$ cat src/rtl/rs232_pkg.sv
// rs232_pkg: definitions shared by the RS-232 receive and transmit paths.
//   - FSM state encoding for the UART receiver
//   - constant functions that derive the bit period (BIT_CNT) and half bit
//     period (HALF) in clock cycles from CLK_FREQ/BAUD
package rs232_pkg;

  localparam int STATE_W = 3;

  localparam logic [2:0] ST_IDLE   = 3'd0;
  localparam logic [2:0] ST_START  = 3'd1;
  localparam logic [2:0] ST_DATA   = 3'd2;
  localparam logic [2:0] ST_PARITY = 3'd3;
  localparam logic [2:0] ST_STOP   = 3'd4;
  localparam logic [2:0] ST_BREAK  = 3'd5;

  // Clock cycles per bit, truncated (50 MHz / 9600 -> 5208).
  function automatic int calc_bit_cnt(input int clk_freq, input int baud);
    return clk_freq / baud;
  endfunction

  function automatic int calc_half_cnt(input int clk_freq, input int baud);
    return calc_bit_cnt(clk_freq, baud) / 2;
  endfunction

endpackage

$ cat src/rtl/rs232_rx_core.sv
// rs232_rx_core: UART receiver (synchroniser, framing FSM, shift register).
// Ports:
//   clk, rst_n     system clock, synchronous active-low reset
//   rx             asynchronous serial input, idle high
//   rx_byte        received byte (shift register contents)
//   byte_vld       1-cycle strobe, cycle of a good stop-bit sample
//   frame_err      1-cycle strobe, stop bit sampled as 0
//   parity_err     1-cycle strobe, parity mismatch with a good stop bit
//   busy           high in any state other than IDLE
// Optional macro RX_PARITY_EN adds an even-parity bit after the data bits.
//
// state  | meaning
// IDLE   | line idle, waiting for a falling edge
// START  | timing to mid start bit to reject glitches
// DATA   | sampling DATA_W bits mid-bit, LSB first
// PARITY | sampling the even-parity bit (RX_PARITY_EN only)
// STOP   | sampling the stop bit
// BREAK  | after a framing error, wait for BIT_CNT cycles of idle line
module rs232_rx_core
  import rs232_pkg::*;
#(
  parameter int CLK_FREQ = 50_000_000,
  parameter int BAUD     = 9600,
  parameter int DATA_W   = 8
) (
  input  logic              clk,
  input  logic              rst_n,
  input  logic              rx,
  output logic [DATA_W-1:0] rx_byte,
  output logic              byte_vld,
  output logic              frame_err,
  output logic              parity_err,
  output logic              busy
);

  localparam int BIT_CNT = calc_bit_cnt(CLK_FREQ, BAUD);
  localparam int HALF    = calc_half_cnt(CLK_FREQ, BAUD);
  localparam int CNT_W   = (BIT_CNT > 1) ? $clog2(BIT_CNT) : 1;
  localparam int IDX_W   = (DATA_W > 1) ? $clog2(DATA_W) : 1;
  localparam logic [CNT_W-1:0] CNT_LAST = CNT_W'(BIT_CNT - 1);
  localparam logic [CNT_W-1:0] CNT_MID  = CNT_W'(HALF - 1);
  localparam logic [IDX_W-1:0] IDX_LAST = IDX_W'(DATA_W - 1);

  logic               rx_s1_q, rx_s2_q, rx_prev_q;
  logic [STATE_W-1:0] state_q, state_d;
  logic [CNT_W-1:0]   cnt_q, cnt_d;
  logic [IDX_W-1:0]   idx_q, idx_d;
  logic [DATA_W-1:0]  shift_q, shift_d;
  logic               fall, at_last;
`ifdef RX_PARITY_EN
  logic               par_bad_q, par_bad_d;
`endif

  assign fall    = rx_prev_q & ~rx_s2_q;
  assign at_last = (cnt_q == CNT_LAST);
  assign rx_byte = shift_q;
  assign busy    = (state_q != ST_IDLE);

  always_comb begin
    state_d    = state_q;
    idx_d      = idx_q;
    shift_d    = shift_q;
    byte_vld   = 1'b0;
    frame_err  = 1'b0;
    parity_err = 1'b0;
    cnt_d      = at_last ? '0 : cnt_q + CNT_W'(1);
`ifdef RX_PARITY_EN
    par_bad_d  = par_bad_q;
`endif
    case (state_q)
      ST_IDLE: if (fall) state_d = ST_START;
      // Leaving START re-zeroes the counter, so every later sample is mid-bit.
      ST_START: if (cnt_q == CNT_MID) state_d = rx_s2_q ? ST_IDLE : ST_DATA;
      ST_DATA: begin
        if (at_last) begin
          shift_d = {rx_s2_q, shift_q[DATA_W-1:1]};
          idx_d   = idx_q + IDX_W'(1);
          if (idx_q == IDX_LAST) begin
            idx_d = '0;
`ifdef RX_PARITY_EN
            state_d = ST_PARITY;
`else
            state_d = ST_STOP;
`endif
          end
        end
      end
`ifdef RX_PARITY_EN
      ST_PARITY: begin
        if (at_last) begin
          par_bad_d = rx_s2_q ^ (^shift_q);
          state_d   = ST_STOP;
        end
      end
`endif
      ST_STOP: begin
        if (at_last) begin
          if (rx_s2_q) begin
`ifdef RX_PARITY_EN
            parity_err = par_bad_q;
            byte_vld   = ~par_bad_q;
`else
            byte_vld   = 1'b1;
`endif
            state_d = ST_IDLE;
          end else begin
            frame_err = 1'b1;
            state_d   = ST_BREAK;
          end
        end
      end
      // Counter measures consecutive high cycles; any low restarts it.
      ST_BREAK: begin
        if (!rx_s2_q) cnt_d = '0;
        else if (at_last) state_d = ST_IDLE;
      end
      default: state_d = ST_IDLE;
    endcase
    if (state_d != state_q) cnt_d = '0;
  end

  always_ff @(posedge clk) begin
    if (!rst_n) begin
      rx_s1_q   <= 1'b1;
      rx_s2_q   <= 1'b1;
      rx_prev_q <= 1'b1;
      state_q   <= ST_IDLE;
      cnt_q     <= '0;
      idx_q     <= '0;
      shift_q   <= '0;
`ifdef RX_PARITY_EN
      par_bad_q <= 1'b0;
`endif
    end else begin
      rx_s1_q   <= rx;
      rx_s2_q   <= rx_s1_q;
      rx_prev_q <= rx_s2_q;
      state_q   <= state_d;
      cnt_q     <= cnt_d;
      idx_q     <= idx_d;
      shift_q   <= shift_d;
`ifdef RX_PARITY_EN
      par_bad_q <= par_bad_d;
`endif
    end
  end

endmodule

$ cat src/rtl/rs232_rx_ram_wr.sv
// rs232_rx_ram_wr: receives UART bytes and writes them sequentially into a
// 2**ADDR_W x DATA_W RAM write port starting at address 0.
// Ports:
//   clk, rst_n    system clock, synchronous active-low reset
//   rs232_rx      asynchronous serial input, idle high
//   clr           pulse: restart address at 0 and clear full
//   ram_wr_en     1-cycle RAM write strobe
//   ram_wr_addr   write address (also the running address counter)
//   ram_wr_data   write data, held between strobes
//   rx_done       1-cycle pulse per validly framed byte
//   frame_err     1-cycle pulse, stop bit sampled as 0
//   parity_err    1-cycle pulse, parity mismatch (always 0 without RX_PARITY_EN)
//   ovf           1-cycle pulse, valid byte dropped because full
//   full          level, set by the write to the last address
//   state_led     high while a frame is in progress
// Optional macro RX_PARITY_EN enables even-parity checking.
module rs232_rx_ram_wr
  import rs232_pkg::*;
#(
  parameter int CLK_FREQ = 50_000_000,
  parameter int BAUD     = 9600,
  parameter int ADDR_W   = 8,
  parameter int DATA_W   = 8
) (
  input  logic              clk,
  input  logic              rst_n,
  input  logic              rs232_rx,
  input  logic              clr,
  output logic              ram_wr_en,
  output logic [ADDR_W-1:0] ram_wr_addr,
  output logic [DATA_W-1:0] ram_wr_data,
  output logic              rx_done,
  output logic              frame_err,
  output logic              parity_err,
  output logic              ovf,
  output logic              full,
  output logic              state_led
);

  localparam logic [ADDR_W-1:0] ADDR_MAX = '1;

  logic [DATA_W-1:0] rx_byte;
  logic              byte_vld, core_frame_err, core_parity_err, busy;

  logic              wr_en_q, wr_en_d;
  logic [ADDR_W-1:0] addr_q, addr_d;
  logic [DATA_W-1:0] data_q, data_d;
  logic              done_q, done_d;
  logic              fe_q, fe_d;
  logic              pe_q, pe_d;
  logic              ovf_q, ovf_d;
  logic              full_q, full_d;

  rs232_rx_core #(
    .CLK_FREQ (CLK_FREQ),
    .BAUD     (BAUD),
    .DATA_W   (DATA_W)
  ) u_core (
    .clk        (clk),
    .rst_n      (rst_n),
    .rx         (rs232_rx),
    .rx_byte    (rx_byte),
    .byte_vld   (byte_vld),
    .frame_err  (core_frame_err),
    .parity_err (core_parity_err),
    .busy       (busy)
  );

  always_comb begin
    wr_en_d = 1'b0;
    done_d  = 1'b0;
    ovf_d   = 1'b0;
    fe_d    = core_frame_err;
    pe_d    = core_parity_err;
    data_d  = data_q;
    addr_d  = addr_q;
    full_d  = full_q;
    if (byte_vld) begin
      done_d = 1'b1;
      if (full_q) begin
        ovf_d = 1'b1;
      end else begin
        wr_en_d = 1'b1;
        data_d  = rx_byte;
      end
    end
    // Address advances the cycle after the strobe; the last address saturates.
    if (wr_en_q) begin
      if (addr_q == ADDR_MAX) full_d = 1'b1;
      else                    addr_d = addr_q + ADDR_W'(1);
    end
    // clr overrides a coincident write's address update and full set.
    if (clr) begin
      addr_d = '0;
      full_d = 1'b0;
    end
  end

  always_ff @(posedge clk) begin
    if (!rst_n) begin
      wr_en_q <= 1'b0;
      addr_q  <= '0;
      data_q  <= '0;
      done_q  <= 1'b0;
      fe_q    <= 1'b0;
      pe_q    <= 1'b0;
      ovf_q   <= 1'b0;
      full_q  <= 1'b0;
    end else begin
      wr_en_q <= wr_en_d;
      addr_q  <= addr_d;
      data_q  <= data_d;
      done_q  <= done_d;
      fe_q    <= fe_d;
      pe_q    <= pe_d;
      ovf_q   <= ovf_d;
      full_q  <= full_d;
    end
  end

  assign ram_wr_en   = wr_en_q;
  assign ram_wr_addr = addr_q;
  assign ram_wr_data = data_q;
  assign rx_done     = done_q;
  assign frame_err   = fe_q;
  assign parity_err  = pe_q;
  assign ovf         = ovf_q;
  assign full        = full_q;
  assign state_led   = busy;

endmodule
$ cat config.mk
export PLATFORM = sky130hd
export DESIGN_NAME = rs232_rx_ram_wr
export DESIGN_NICKNAME = d
export VERILOG_FILES = /design/src/rtl/rs232_pkg.sv /design/src/rtl/rs232_rx_core.sv /design/src/rtl/rs232_rx_ram_wr.sv
export SDC_FILE = /design/constraint.sdc
export NUM_CORES = 1
export LEC_CHECK = 0
export CELL_PAD_IN_SITES_DETAIL_PLACEMENT = 2
export CELL_PAD_IN_SITES_GLOBAL_PLACEMENT = 2
export CORE_ASPECT_RATIO = 0.7
export CORE_MARGIN = 2
export CORE_UTILIZATION = 34
export DETAILED_ROUTE_END_ITERATION = 16
export PLACE_DENSITY_LB_ADDON = 0.3
export SYNTH_ARGS = -nofsm -noshare
export SYNTH_HDL_FRONTEND = slang
export SYNTH_SLANG_ARGS = --single-unit
$ cat constraint.sdc
create_clock -name clk -period 2.2 [get_ports clk]
set_input_delay 0.22 -clock clk [delete_from_list [all_inputs] [get_ports clk]]
set_output_delay 0.22 -clock clk [all_outputs]
set_load 0.005 [all_outputs]
==> Implementation_results.wiki <==
{| class="wikitable"
! Metric !! Value
|-
| DRT iter0 DRCs || 90
|-
| Synth-to-Final Area Change || 20.21%
|-
| Crit. End Element || register
|-
| Setup slack at placement || 86.36 ps
|-
| Number of warnings printed during yosys synthesis || 0
|-
| PwrDens || 577.1 nW/um^2
|-
| Mean Syn Cell Area || 8.951 sq um
|-
| Hold crit path type || register to register
|-
| Total number of vias || 2067
|-
| Sum of buffers and inverters on the critical path || 0
|-
| Num ports || 27
|-
| Worst R2R Start || u_core.cnt_q[0]
|-
| Standard-cell rows || 25
|-
| DRT antenna net count || 0
|-
| Slew margin rel. || 64.96%
|-
| H-tree Lvls || 2
|-
| Count of unresolved DRC violations after routing || 0
|-
| Final antenna diode count || 0
|-
| Dpl hpwl || 4888 microns
|-
| Vias per inst || 5.439
|-
| Total nets after synthesis || 268
|-
| Worst min-delay path endpoint || u_core.rx_s2_q
|-
| Worst Setup Start Kind || register
|-
| Maximum net fanout on the critical path || 18
|-
| Static Leak || 0.9229 nW
|-
| Clock Path Buffers || 2
|-
| Core Region || 6694 sq um
|-
| Average wire length per cell after detail routing || between 15 and 20 microns
|-
| Register-to-Register Setup Slack || 150 ps
|-
| Fraction of final layout cells sized beyond drive strength 1 || 8.042%
|-
| Synthesized instance count || 260
|-
| Delay-heaviest family, CP || compound AO/OA/AOI/OAI gates
|-
| Top library cells by usage in the layout, fill and taps aside || sky130_fd_sc_hd__dfxtp_1, sky130_fd_sc_hd__clkdlybuf4s50_1, sky130_fd_sc_hd__o21ai_0, sky130_fd_sc_hd__a21oi_1, sky130_fd_sc_hd__nand3_1
|-
| Post-synth top flop || sky130_fd_sc_hd__dfxtp_1
|-
| Number of violations of the max-capacitance limit || 0
|-
| Type of the worst setup path || register to register
|-
| Total CTS buffers || 5
|-
| Final GP Congestion || 0.7620
|-
| Largest net degree at the start of global routing || 23
|-
| Endpoint arrival time on the critical path || about 2200 ps
|-
| Grt ovf || 0
|-
| Slowest library cell on the worst path || sky130_fd_sc_hd__o21ai_1
|-
| First-pass GRT wire length || roughly 11000 microns
|-
| 1st-pass router iterations || 4
|-
| Shortest period the worst path allows || 2047 ps
|-
| Fin nets || 293
|-
| Post-synthesis sequential area ratio || about 44%
|-
| Syn Std Cell Area || 2327 sq um
|-
| Synth Register Bits || 51
|-
| Post-CTS clock slew at the launch and capture registers of the worst setup and hold paths || 100 ps
|-
| Initial Util || 34.77%
|-
| Crit path largest cell delay || 510 ps
|-
| Clock tree from TritonCTS || built
|-
| Latest clock arrival within the worst-skew pair || around 310 ps
|-
| Overall routing resource usage || 19.38%
|-
| Worst Hold Depth || 1
|-
| Worst Slack Setup Final || 153.4 ps
|-
| Root buffer cell || sky130_fd_sc_hd__clkbuf_8
|-
| Count of input and output buffers || 25
|-
| EDFF count, synth || 0
|-
| Cell depth of the worst flop-to-flop path || 5
|-
| Post-route setup TNS || 0 ps
|-
| Synth cell types || 45
|-
| Die boundary height || 73.22 microns
|-
| Final count of pins violating max slew || 0
|-
| Maximum achievable frequency || 488.6 MHz
|-
| Number of antenna violations at the first check in global routing || 0
|-
| Commonest non-fill, non-tap cell in the layout || sky130_fd_sc_hd__dfxtp_1
|-
| Share of flip-flops with an asynchronous set or reset || 0%
|-
| Maximum vdd drop || between 0.0003 and 0.0004 V
|-
| Final number of setup-violating endpoints || 0
|-
| Clock tree sinks || 51
|-
| DRT Wirelength || 6863 microns
|-
| Final clock period utilization by the worst path || 93.03%
|-
| Chip width || ~100 microns
|-
| Measured slew at the worst slew-check pin || around 520 ps
|-
| Crit path required time || ~2400 ps
|-
| Status || finished clean
|-
| Clk_skew || 11.37 ps
|-
| Number of hold violations in the final report || 0
|-
| Number of global-route vias before repair || 2108
|-
| FF-to-FF End || u_core.cnt_q[2]
|-
| Cell breakdown of the critical path || ha_1 -> and3_1 -> nand4b_4 -> o21ai_1 -> a211oi_1
|-
| Die area || 7533 sq um
|-
| Beginning of the worst hold path || u_core.rx_s1_q
|}
report_power, final:
group | leakage (nW) | switching, W | internal, W
combinational | 0.464 | 0.0000428 | 0.0000308
sequential | 0.412 | 0.0000141 | 0.000931
clock | 0.0474 | 0.000338 | 0.000258
cells in the mapped netlist (3+ instances only):
master                      n  area [sq um]
sky130_fd_sc_hd__a211oi_1   7         52.55
sky130_fd_sc_hd__a21oi_1   21         105.1
sky130_fd_sc_hd__and2_1     3         18.77
sky130_fd_sc_hd__and3_1     5         31.28
sky130_fd_sc_hd__clkbuf_1  11         41.29
sky130_fd_sc_hd__dfxtp_1   51          1021
sky130_fd_sc_hd__ha_1       4         50.05
sky130_fd_sc_hd__inv_1      4         15.01
sky130_fd_sc_hd__nand2_1   11         41.29
sky130_fd_sc_hd__nand2b_1   5         31.28
sky130_fd_sc_hd__nand3_1   19         95.09
sky130_fd_sc_hd__nand4_1   13         81.33
sky130_fd_sc_hd__nor2_1    12         45.04
sky130_fd_sc_hd__nor3_1    11         55.05
sky130_fd_sc_hd__nor3b_1    3         22.52
sky130_fd_sc_hd__nor4_1     3         18.77
sky130_fd_sc_hd__nor4b_1    3         26.28
sky130_fd_sc_hd__o21ai_0   23         115.1
sky130_fd_sc_hd__or3_1      4         25.02
sky130_fd_sc_hd__xnor2_1    6         52.55
sky130_fd_sc_hd__xor2_1    10         87.58
worst register-to-register path: cells and delay by family, from the launching register on:
family / cells / cell delay [ps]
AOI/OAI and AO/OA: 2 / 680
adders and majority gates: 1 / 290
and+or+nand+nor: 2 / 530
DFF: 1 / 420
through the flow:
step / std cells / instance area, sq um / hold slack, ps / total power [W] / utilization, %
final: 380 / 2798 / 441.7 / 0.001615 / 41.79
after CTS: 379 / 2784 / 454.9 / 0.001628 / 41.59
after detailed placement: 371 / 2685 / 425.7 / 0.001037 / 40.11
after floorplan: 260 / 2327 / 293.0 / 0.001007 / -
after global placement: 371 / 2685 / 424.9 / 0.001032 / 40.11
after global routing: 380 / 2798 / 465.9 / 0.001675 / 41.79
routing by layer:
layer	GRT usage [%]	wire [microns]	vias to the layer above
met2	30.09	3056	33
met5	0	0	-
li1	-	-	1007
met1	28.43	3570	1017
met4	3.947	67	0
met3	3.161	169	10
worst max path at each step:
stage / from / end / slack [ps] / cells after the start
floorplan: u_core.cnt_q[0] / u_core.cnt_q[10] / 430 / 5
global placement: u_core.cnt_q[0] / u_core.cnt_q[10] / 240 / 5
detailed placement: u_core.cnt_q[0] / u_core.cnt_q[4] / 90 / 5
CTS: u_core.cnt_q[0] / u_core.cnt_q[4] / 3 / 5
global route: u_core.cnt_q[0] / u_core.cnt_q[5] / -6 / 5
finish: u_core.cnt_q[0] / u_core.cnt_q[2] / 150 / 5
final cells by class:
type | instances | area (sq um)
inverters | 4 | 15.01
clock inverters | 2 | 16.27
well taps | 94 | 117.6
clock buffers | 6 | 82.58
multi-input cells | 190 | 1235
repair buffers | 33 | 310.3
fillers | 733 | 3896
flip-flops and latches | 51 | 1021
logic make-up (layout without fill, tap and decap cells):
logic type | after synthesis | after routing | synth area share, %
AND/OR/NAND/NOR | 106 | 106 | 27.74
AO/OA/AOI/OAI | 62 | 62 | 16.29
flip-flops | 51 | 51 | 43.87
buffers and inverters | 19 | 45 | 3.333
XOR/XNOR | 16 | 16 | 6.021
adder cells (fa/ha/maj) | 4 | 4 | 2.151
other | 1 | 1 | 0.1611
multiplexers | 1 | 1 | 0.4301
sequential cells by signal (all words and copies together), names as in the netlist, 3 cells and up:
| name | cells |
|---|---|
| ram_wr_addr | 8 |
| ram_wr_data | 8 |
| u_core.cnt_q | 13 |
| u_core.idx_q | 3 |
| u_core.rx_byte | 8 |
| u_core.state_q | 3 |
what timing repair did:
action / CTS / global route
buffers inserted: 0 / 1
setup endpoints to repair: 0 / 14
hold buffers: 0 / 0
resized for setup: 0 / 1
(Power assumes the default switching activity.)
